## src/rtl/mem_wb_pkg.sv

```systemverilog
// Shared definitions for the memory-access / write-back stage:
// access sizes, MMIO addresses, FSM states and the alignment rule.
package mem_wb_pkg;

  localparam logic [1:0] SZ_B = 2'b00;
  localparam logic [1:0] SZ_H = 2'b01;
  localparam logic [1:0] SZ_W = 2'b10;

  localparam logic [31:0] MMIO_PUTC_ADDR = 32'h8000_001c;
  localparam logic [31:0] MMIO_EXIT_ADDR = 32'h8000_002c;

  typedef enum logic [1:0] {
    ST_IDLE,
    ST_REQ,
    ST_WAIT
  } state_t;

  // Size 2'b11 is handled as a word access.
  function automatic logic is_misaligned(input logic [1:0] size, input logic [1:0] lo);
    if (size == SZ_B) return 1'b0;
    if (size == SZ_H) return lo[0];
    return lo != 2'b00;
  endfunction

endpackage

```

## src/rtl/load_aligner.sv

```systemverilog
// Picks the addressed byte/half out of a load word and sign- or zero-extends it.
module load_aligner
  import mem_wb_pkg::*;
(
  input  logic [31:0] rdata,
  input  logic [1:0]  addr,
  input  logic [1:0]  size,
  input  logic        load_unsigned,
  output logic [31:0] value
);

  logic [7:0]  byte_sel;
  logic [15:0] half_sel;

  always_comb begin
    byte_sel = rdata[7:0];
    unique case (addr)
      2'd0: byte_sel = rdata[7:0];
      2'd1: byte_sel = rdata[15:8];
      2'd2: byte_sel = rdata[23:16];
      2'd3: byte_sel = rdata[31:24];
      default: byte_sel = rdata[7:0];
    endcase
    half_sel = addr[1] ? rdata[31:16] : rdata[15:0];

    value = rdata;
    if (size == SZ_B)
      value = {{24{~load_unsigned & byte_sel[7]}}, byte_sel};
    else if (size == SZ_H)
      value = {{16{~load_unsigned & half_sel[15]}}, half_sel};
  end

endmodule

```

## src/rtl/mem_wb.sv

```systemverilog
// Memory-access and write-back stage: issues aligned dmem requests, extends
// load data, drives the register-file write port and decodes the MMIO ports.
//   state   | meaning
//   ST_IDLE | ready for the next instruction from execute
//   ST_REQ  | dmem request held until dmem_ready
//   ST_WAIT | load issued; capture rvalid data, then write back
module mem_wb
  import mem_wb_pkg::*;
#(
  parameter logic [31:0] PUTC_ADDR = MMIO_PUTC_ADDR,
  parameter logic [31:0] EXIT_ADDR = MMIO_EXIT_ADDR
) (
  input  logic        clk,
  input  logic        reset,
  input  logic        ex_valid,
  output logic        ex_ready,
  input  logic [31:0] ex_result,
  input  logic [31:0] ex_store_data,
  input  logic        ex_mem_write,
  input  logic        ex_mem_to_reg,
  input  logic [1:0]  ex_mem_size,
  input  logic        ex_load_unsigned,
  input  logic [4:0]  ex_dest_reg,
  output logic        dmem_req,
  output logic        dmem_we,
  output logic [29:0] dmem_addr,
  output logic [31:0] dmem_wdata,
  output logic [3:0]  dmem_wbe,
  input  logic        dmem_ready,
  input  logic        dmem_rvalid,
  input  logic [31:0] dmem_rdata,
  output logic        wb_en,
  output logic [4:0]  wb_reg,
  output logic [31:0] wb_data,
  output logic        misaligned,
  output logic        putc_valid,
  output logic [7:0]  putc_char,
  output logic        exit
);

  state_t      state_q, state_d;
  logic        load_done_q;
  logic [31:0] req_addr_q;
  logic        req_we_q;
  logic [31:0] req_wdata_q;
  logic [3:0]  req_wbe_q;
  logic [4:0]  req_rd_q;
  logic [1:0]  req_size_q;
  logic        req_unsigned_q;

  logic        accept, is_mem, is_mis, is_putc, is_exit;
  logic [31:0] st_wdata;
  logic [3:0]  st_wbe;
  logic [31:0] load_value;

  assign ex_ready   = (state_q == ST_IDLE);
  assign dmem_req   = (state_q == ST_REQ);
  assign dmem_we    = req_we_q;
  assign dmem_addr  = req_addr_q[31:2];
  assign dmem_wdata = req_wdata_q;
  assign dmem_wbe   = req_wbe_q;

  assign accept  = ex_valid & ex_ready;
  assign is_mem  = ex_mem_write | ex_mem_to_reg;
  assign is_mis  = is_mem & is_misaligned(ex_mem_size, ex_result[1:0]);
  assign is_putc = ex_mem_write & ~is_mis & (ex_result == PUTC_ADDR);
  assign is_exit = ex_mem_write & ~is_mis & (ex_result == EXIT_ADDR);

  always_comb begin
    st_wdata = ex_store_data;
    st_wbe   = 4'b1111;
    case (ex_mem_size)
      SZ_B: begin
        st_wdata = {4{ex_store_data[7:0]}};
        st_wbe   = 4'b0001 << ex_result[1:0];
      end
      SZ_H: begin
        st_wdata = {2{ex_store_data[15:0]}};
        st_wbe   = 4'b0011 << ex_result[1:0];
      end
      default: ;
    endcase
    if (!ex_mem_write) st_wbe = 4'b0000;
  end

  load_aligner u_load_aligner (
    .rdata         (dmem_rdata),
    .addr          (req_addr_q[1:0]),
    .size          (req_size_q),
    .load_unsigned (req_unsigned_q),
    .value         (load_value)
  );

  always_ff @(posedge clk or negedge reset) begin
    if (!reset) state_q <= ST_IDLE;
    else        state_q <= state_d;
  end

  always_comb begin
    state_d = state_q;
    unique case (state_q)
      ST_IDLE: if (accept && is_mem && !is_mis && !is_putc && !is_exit) state_d = ST_REQ;
      ST_REQ:  if (dmem_ready) state_d = req_we_q ? ST_IDLE : ST_WAIT;
      ST_WAIT: if (load_done_q) state_d = ST_IDLE;
      default: state_d = ST_IDLE;
    endcase
  end

  always_ff @(posedge clk or negedge reset) begin
    if (!reset) begin
      load_done_q    <= 1'b0;
      req_addr_q     <= '0;
      req_we_q       <= 1'b0;
      req_wdata_q    <= '0;
      req_wbe_q      <= '0;
      req_rd_q       <= '0;
      req_size_q     <= '0;
      req_unsigned_q <= 1'b0;
      wb_en          <= 1'b0;
      wb_reg         <= '0;
      wb_data        <= '0;
      misaligned     <= 1'b0;
      putc_valid     <= 1'b0;
      putc_char      <= '0;
      exit           <= 1'b0;
    end else begin
      wb_en       <= 1'b0;
      misaligned  <= 1'b0;
      putc_valid  <= 1'b0;
      load_done_q <= 1'b0;
      if (accept) begin
        if (!is_mem) begin
          wb_en   <= (ex_dest_reg != 5'd0);
          wb_reg  <= ex_dest_reg;
          wb_data <= ex_result;
        end else if (is_mis) begin
          misaligned <= 1'b1;
        end else if (is_putc) begin
          putc_valid <= 1'b1;
          putc_char  <= ex_store_data[7:0];
        end else if (is_exit) begin
          exit <= 1'b1;
        end else begin
          req_addr_q     <= ex_result;
          req_we_q       <= ex_mem_write;
          req_wdata_q    <= st_wdata;
          req_wbe_q      <= st_wbe;
          req_rd_q       <= ex_dest_reg;
          req_size_q     <= ex_mem_size;
          req_unsigned_q <= ex_load_unsigned;
        end
      end
      // Load data lands in wb_data one cycle ahead of the write strobe.
      if (state_q == ST_WAIT) begin
        if (load_done_q) begin
          wb_en  <= (req_rd_q != 5'd0);
          wb_reg <= req_rd_q;
        end else if (dmem_rvalid) begin
          wb_data     <= load_value;
          load_done_q <= 1'b1;
        end
      end
    end
  end

endmodule

```

## config.mk

```make
export PLATFORM = sky130hd
export DESIGN_NAME = mem_wb
export DESIGN_NICKNAME = d
export VERILOG_FILES = /design/src/rtl/mem_wb_pkg.sv /design/src/rtl/load_aligner.sv /design/src/rtl/mem_wb.sv
export SDC_FILE = /design/constraint.sdc
export NUM_CORES = 1
export LEC_CHECK = 0
export CORE_MARGIN = 1.5
export CORE_UTILIZATION = 49
export CTS_BUF_LIST = sky130_fd_sc_hd__clkbuf_16
export DETAILED_ROUTE_END_ITERATION = 8
export PLACE_DENSITY = 0.86
export SLEW_MARGIN = 15
export SYNTH_ARGS = -nofsm -noshare
export SYNTH_HDL_FRONTEND = slang
export SYNTH_SLANG_ARGS = --single-unit
```

## constraint.sdc

```tcl
create_clock -name clk -period 3.32 [get_ports clk]
set_input_delay 0.996 -clock clk [delete_from_list [all_inputs] [get_ports clk]]
set_output_delay 0.996 -clock clk [all_outputs]
set_load 0.1 [all_outputs]
```

==> results_dict.tcl, run 1 <==
set metrics [dict create \
    result_of_the_run "finished clean" \
    setup.worst_path.start_class "input port" \
    die_width_um 119.3 \
    hold_path.startpoint "exit" \
    post-route-worst-setup-slack_ps 171.6 \
    timing.max_cap.violations 0 \
    worst-path-max-fanout 20 \
    achievable-frequency_mhz 317.6 \
    grtUsageTotal 0.2985 \
    cts_tree "built" \
    tritoncts.num_buffers 17 \
    synth_area_leader_cell "dfrtp_1" \
    synth-edff-count 0 \
    critical_path_rt_ps 3610 \
    dp.final_hpwl_um 15420 \
    worst_min_delay_path_class "reg -> reg" \
    timing_worst_setup_path_type "in -> reg" \
    grt_first_pass_wirelength_um 32440 \
    timing.rr.start "req_size_q[1]" \
    syn-num-nets 721 \
    drt-pass1-iter-count 5 \
    hold_path_end "exit" \
    area_growth_pct 40.74 \
    clk_root_buffer_cell "clkbuf_16" \
    detail_route.drc_violations 0 \
    floorplan.io_pins 229 \
    numClockSinks 129 \
    ys_seq_area_frac 0.4873 \
    finalCoreUtilization 0.7041 \
    floorplan.die.height_um 119.3 \
    grt_start_max_net_pins 85 \
    fin_crit_sh 0.9483 \
    globalRouteOverflowTotal 0 \
    finalSetupViolCount 0 \
    clock_latency_on_the_worst_skew_pair_ps 420 \
    worst-slew-pin-transition_ps 1042 \
    floorplan.die_area_mm2 0.01423 \
    place_congestion 0.9078 \
    clkTransAtPathRegs_ps 50 \
    via_count_of_the_first_global_routing_pass 5905 \
    postSynthCellCount 610 \
    yosys.cell_types.count 48 \
    place_ws_ps -367.0 \
    final.setup.tns_ps 0 \
    final_nets 949 \
    num_rows 42 \
    flip_flop_and_latch_count_after_synthesis 129 \
    cell_count_of_the_worst_hold_path 1 \
    synth_top_flop_cell "dfrtp_1" \
    synth_area_per_cell_um2 10.86 \
    floorplan.initialDensity 0.5003 \
    period_needed_ps 3148 \
    fin_worst_hold_slack_ps 492.0 \
    unrepaired_setup_endpoints_after_global_routing "false" \
    antenna_found_initial 0 \
    io_buffers 228 \
    route.antenna.remaining_nets 0 \
    antenna_cells 0 \
    r2r-end "wb_data[2]" \
    clock_tree.htree_level_count 4 \
    vias 5900 \
    drt-wirelength-per-cell_um 20.28 \
    clock_tree.buffer_depth 2 \
    synthTopCellsByArea "dfrtp_1, mux2_4, nand2_1, o21ai_0, mux2i_1" \
    asyncSetResetFlopFracSynth 1.000 \
    postRouteWirelength_um 20790 \
    maxSlewHeadroom 0.3056 \
    slew_violations 0 \
    avgViaCountPerCell 5.756 \
    post_route_cells_drive_above_1_share 0.3121 \
    synth_warnings 0 \
    placeableCoreArea_mm2 0.01324 \
    cp-end-kind "flop" \
    r2r_cells 3 \
    mappedNetlistArea_mm2 0.006625 \
    postCtsHoldBufs 0 \
    clock_skews_ps 8.868 \
    synthDominantCellAreaShare 0.4873 \
    timing.critical_path.arrival_ps 3440 \
    reg2reg_slack_ps 1080 \
    drt_iter0_drc 521 \
    hold_viol_final 0 \
]
[Yosys cell counts (4+ instances only)]
cell type	n
dfrtp_1	129
nand2_1	103
o21ai_0	71
mux2_4	39
mux2i_1	34
buf_4	30
mux2_2	28
nor2_1	28
clkbuf_1	27
a32oi_1	24
a222oi_1	7
a22o_1	7
a22oi_1	7
a21oi_1	6
inv_1	6
a31oi_1	5
buf_12	5
nand4_1	4
nor4_1	4
o211ai_1	4
o22ai_1	4
[through the flow]
stage | cell area [um^2] | instances
floorplan | 6625 | 610
global placement | 8787 | 995
detailed placement | 8787 | 995
CTS | 9318 | 1025
global route | 9324 | 1025
finish | 9324 | 1025
[repair_timing]
| item | CTS | global route |
|---|---|---|
| resized for setup | 0 | 1 |
| setup endpoints to repair | 0 | 31 |
| buffers inserted | 0 | 0 |
| endpoints found under the hold margin | 0 | 0 |
[area by class of cell]
cell class,count,area [um^2]
Clock buffer,17,425.4
Clock inverter,13,105.1
Fill cell,986,3919
Inverter,7,26.28
Multi-Input combinational cell,406,2925
Sequential cell,129,3228
Tap cell,176,220.2
Timing Repair Buffer,277,2394
[cells by family after synthesis]
| kind of cell | after synthesis | synth area share |
|---|---|---|
| and+or+nand+nor | 163 | 0.1109 |
| xor gates and xnor gates | 1 | 0.001322 |
| AOI/OAI and AO/OA | 140 | 0.1373 |
| muxes | 102 | 0.1907 |
| DFF | 129 | 0.4873 |
| buffers and inverters | 75 | 0.07252 |
[routing by layer]
metal | GRT usage | up-vias | wire length [um]
li1 | - | 2631 | -
met1 | 0.3731 | 2903 | 8066
met2 | 0.4971 | 323 | 10390
met3 | 0.07328 | 43 | 1763
met4 | 0.1212 | 0 | 567
met5 | 0 | - | 0
[worst max-delay path, cell delays in order]
cell	delay [ps]
clkdlybuf4s50_1	490
nor4_1	630
and4_1	300
nor4b_4	220
nand2b_4	230
buf_12	200
mux2_2	360
[how the worst max path moves through the flow]
stage	startpoint	cells past startpoint	slack (ps)	endpoint
floorplan	state_q[1]	7	160	req_addr_q[10]
global placement	ex_result[21]	8	-330	req_addr_q[7]
detailed placement	ex_result[21]	8	-370	req_addr_q[2]
CTS	ex_result[21]	8	50	req_addr_q[2]
global route	ex_mem_size[1]	7	120	dmem_wdata[31]
finish	ex_result[14]	7	170	req_addr_q[2]
[placed cells by master (no fill, tap or decap), types with 2 or more instances in the layout]
cell and n:
a22o_1 7, dfrtp_1 129, a222oi_1 7, bufinv_16 2
buf_12 3, mux2_2 28, and3_1 2, nor3b_1 2
a22oi_1 7, nand2_1 103, a32oi_1 24, inv_1 8
o211ai_1 4, a31oi_1 5, nand3_1 3, buf_4 164
or4_1 2, clkdlybuf4s50_1 109, nor4_1 3, o21ai_0 71
clkinv_1 7, clkbuf_16 17, a21oi_1 6, mux2_4 39
o22ai_1 4, nor2_1 27, nand4_1 4, clkinv_2 3
nor3_1 3, nand2b_1 2, mux2i_1 34
Power of run 1 is not shown: default switching activity piles up to over one toggle a cycle in this logic, so the estimate is an artifact.
==> run 2, diff against run 1 <==
--- a/config.mk
+++ b/config.mk
@@ -9,7 +9,8 @@
 export CORE_UTILIZATION = 49
 export CTS_BUF_LIST = sky130_fd_sc_hd__clkbuf_16
 export DETAILED_ROUTE_END_ITERATION = 8
-export PLACE_DENSITY = 0.86
+export HOLD_SLACK_MARGIN = 0.08
+export PLACE_DENSITY_LB_ADDON = 0.25
 export SLEW_MARGIN = 15
 export SYNTH_ARGS = -nofsm -noshare
 export SYNTH_HDL_FRONTEND = slang
==> results_dict.tcl, run 2 (synthesized netlist as in run 1, its figures left out) <==
set metrics [dict create \
    result_of_the_run "finished clean" \
    avgViaCountPerCell 5.699 \
    hold_viol_final 0 \
    vias 5944 \
    achievable-frequency_mhz 315.5 \
    fin_crit_sh 0.9548 \
    dp.final_hpwl_um 15450 \
    finalSetupViolCount 0 \
    final.setup.tns_ps 0 \
    drt-wirelength-per-cell_um 19.81 \
    floorplan.io_pins 229 \
    clock_skews_ps 5.753 \
    die_width_um 119.3 \
    timing_worst_setup_path_type "in -> reg" \
    grt_start_max_net_pins 66 \
    period_needed_ps 3170 \
    antenna_cells 0 \
    drt_iter0_drc 473 \
    r2r_cells 5 \
    unrepaired_setup_endpoints_after_global_routing "false" \
    globalRouteOverflowTotal 0 \
    floorplan.die_area_mm2 0.01423 \
    grt_first_pass_wirelength_um 32740 \
    slew_violations 0 \
    clock_tree.htree_level_count 4 \
    grtUsageTotal 0.2968 \
    antenna_found_initial 0 \
    worst-slew-pin-transition_ps 1190 \
    timing.rr.start "req_addr_q[0]" \
    final-instance-count-excl-fill 1043 \
    critical_path_rt_ps 3620 \
    place_congestion 0.8823 \
    clkTransAtPathRegs_ps 60 \
    floorplan.die.height_um 119.3 \
    timing.max_cap.violations 0 \
    reg2reg_slack_ps 530 \
    dp.cells 1011 \
    route.antenna.remaining_nets 0 \
    area_growth_pct 43.63 \
    clock_tree.buffer_depth 2 \
    io_buffers 228 \
    numClockSinks 129 \
    tritoncts.num_buffers 17 \
    postRouteWirelength_um 20660 \
    most_common_library_cell_in_the_layout_ignoring_fill_and_taps "buf_4" \
    worst-path-max-fanout 15 \
    final_nets 965 \
    cts_tree "built" \
    detail_route.drc_violations 0 \
    worst_min_delay_path_class "in -> async" \
    r2r-end "wb_data[17]" \
    via_count_of_the_first_global_routing_pass 6064 \
    postCtsHoldBufs 0 \
    floorplan.initialDensity 0.5003 \
    maxSlewHeadroom 0.2036 \
    drt-pass1-iter-count 5 \
    timing.critical_path.arrival_ps 3470 \
    setup.worst_path.start_class "input port" \
    clock_latency_on_the_worst_skew_pair_ps 420 \
    num_rows 42 \
    cp-end-kind "flop" \
    placeableCoreArea_mm2 0.01324 \
    post_route_cells_drive_above_1_share 0.3287 \
    highest_count_cells_in_the_layout_ignoring_fill_and_taps "buf_4, dfrtp_1, clkdlybuf4s50_1" \
    clk_root_buffer_cell "clkbuf_16" \
]
==> run 2: changes by cell type in the layout (fill, tap and decap cells not counted), sizes merged <==
cell,delta
clkinv,-1
bufinv,+1
clkinvlp,+2
buf,+16
==> run 2: routing by layer <==
metal,vias up,track usage,share of wire,wire length [um]
met3,46,0.07854,0.077,1601
met1,2944,0.3716,0.40,8247
met2,282,0.4921,0.49,10210
li1,2672,-,-,-
met4,0,0.1145,0.029,598
met5,-,0,0,0
==> run 2: worst max-delay path by stage <==
| stage | startpoint | endpoint | slack (ps) | cells past startpoint |
|---|---|---|---|---|
| after global routing | ex_result[29] | req_addr_q[3] | 70 | 8 |
| after global placement | ex_result[20] | req_addr_q[3] | -340 | 8 |
| final | ex_result[30] | req_addr_q[6] | 150 | 8 |
| after CTS | ex_result[20] | req_addr_q[3] | 100 | 8 |
| after floorplan | state_q[1] | req_addr_q[10] | 160 | 7 |
| after detailed placement | ex_result[20] | req_addr_q[3] | -330 | 8 |
==> run 2: final cells by class <==
class / count / area (um^2)
inverters: 7 / 26.28
clock inverters: 15 / 151.4
repair buffers: 293 / 2539
clock buffers: 17 / 425.4
fillers: 996 / 3727
flip-flops and latches: 129 / 3228
multi-input cells: 406 / 2925
well taps: 176 / 220.2
==> run 2: repair_timing <==
action | CTS | global route
setup buffers | 0 | 0
resized for setup | 0 | 1
setup endpoints to repair | 0 | 2
==> run 2: through the flow <==
stage / setup WS [ps] / hold slack [ps] / cell area, um^2 / utilization
after CTS: 99.33 / 464.1 / 9509 / 0.7181
final: 150.0 / 466.7 / 9515 / 0.7185
after floorplan: 160.1 / 480.6 / 6625 / -
after detailed placement: -326.4 / 459.7 / 8932 / 0.6745
after global placement: -341.4 / 460.7 / 8932 / 0.6745
after global routing: 70.45 / 483.8 / 9515 / 0.7185
==> run 2: critical path, cell delays in order <==
cell and delay, ps:
clkdlybuf4s50_1 430, nor4_1 560, buf_4 220, o211ai_1 150
nor4b_4 300, nand2b_4 290, buf_12 180, mux2_2 340
Power of run 2 is left out for the same reason.
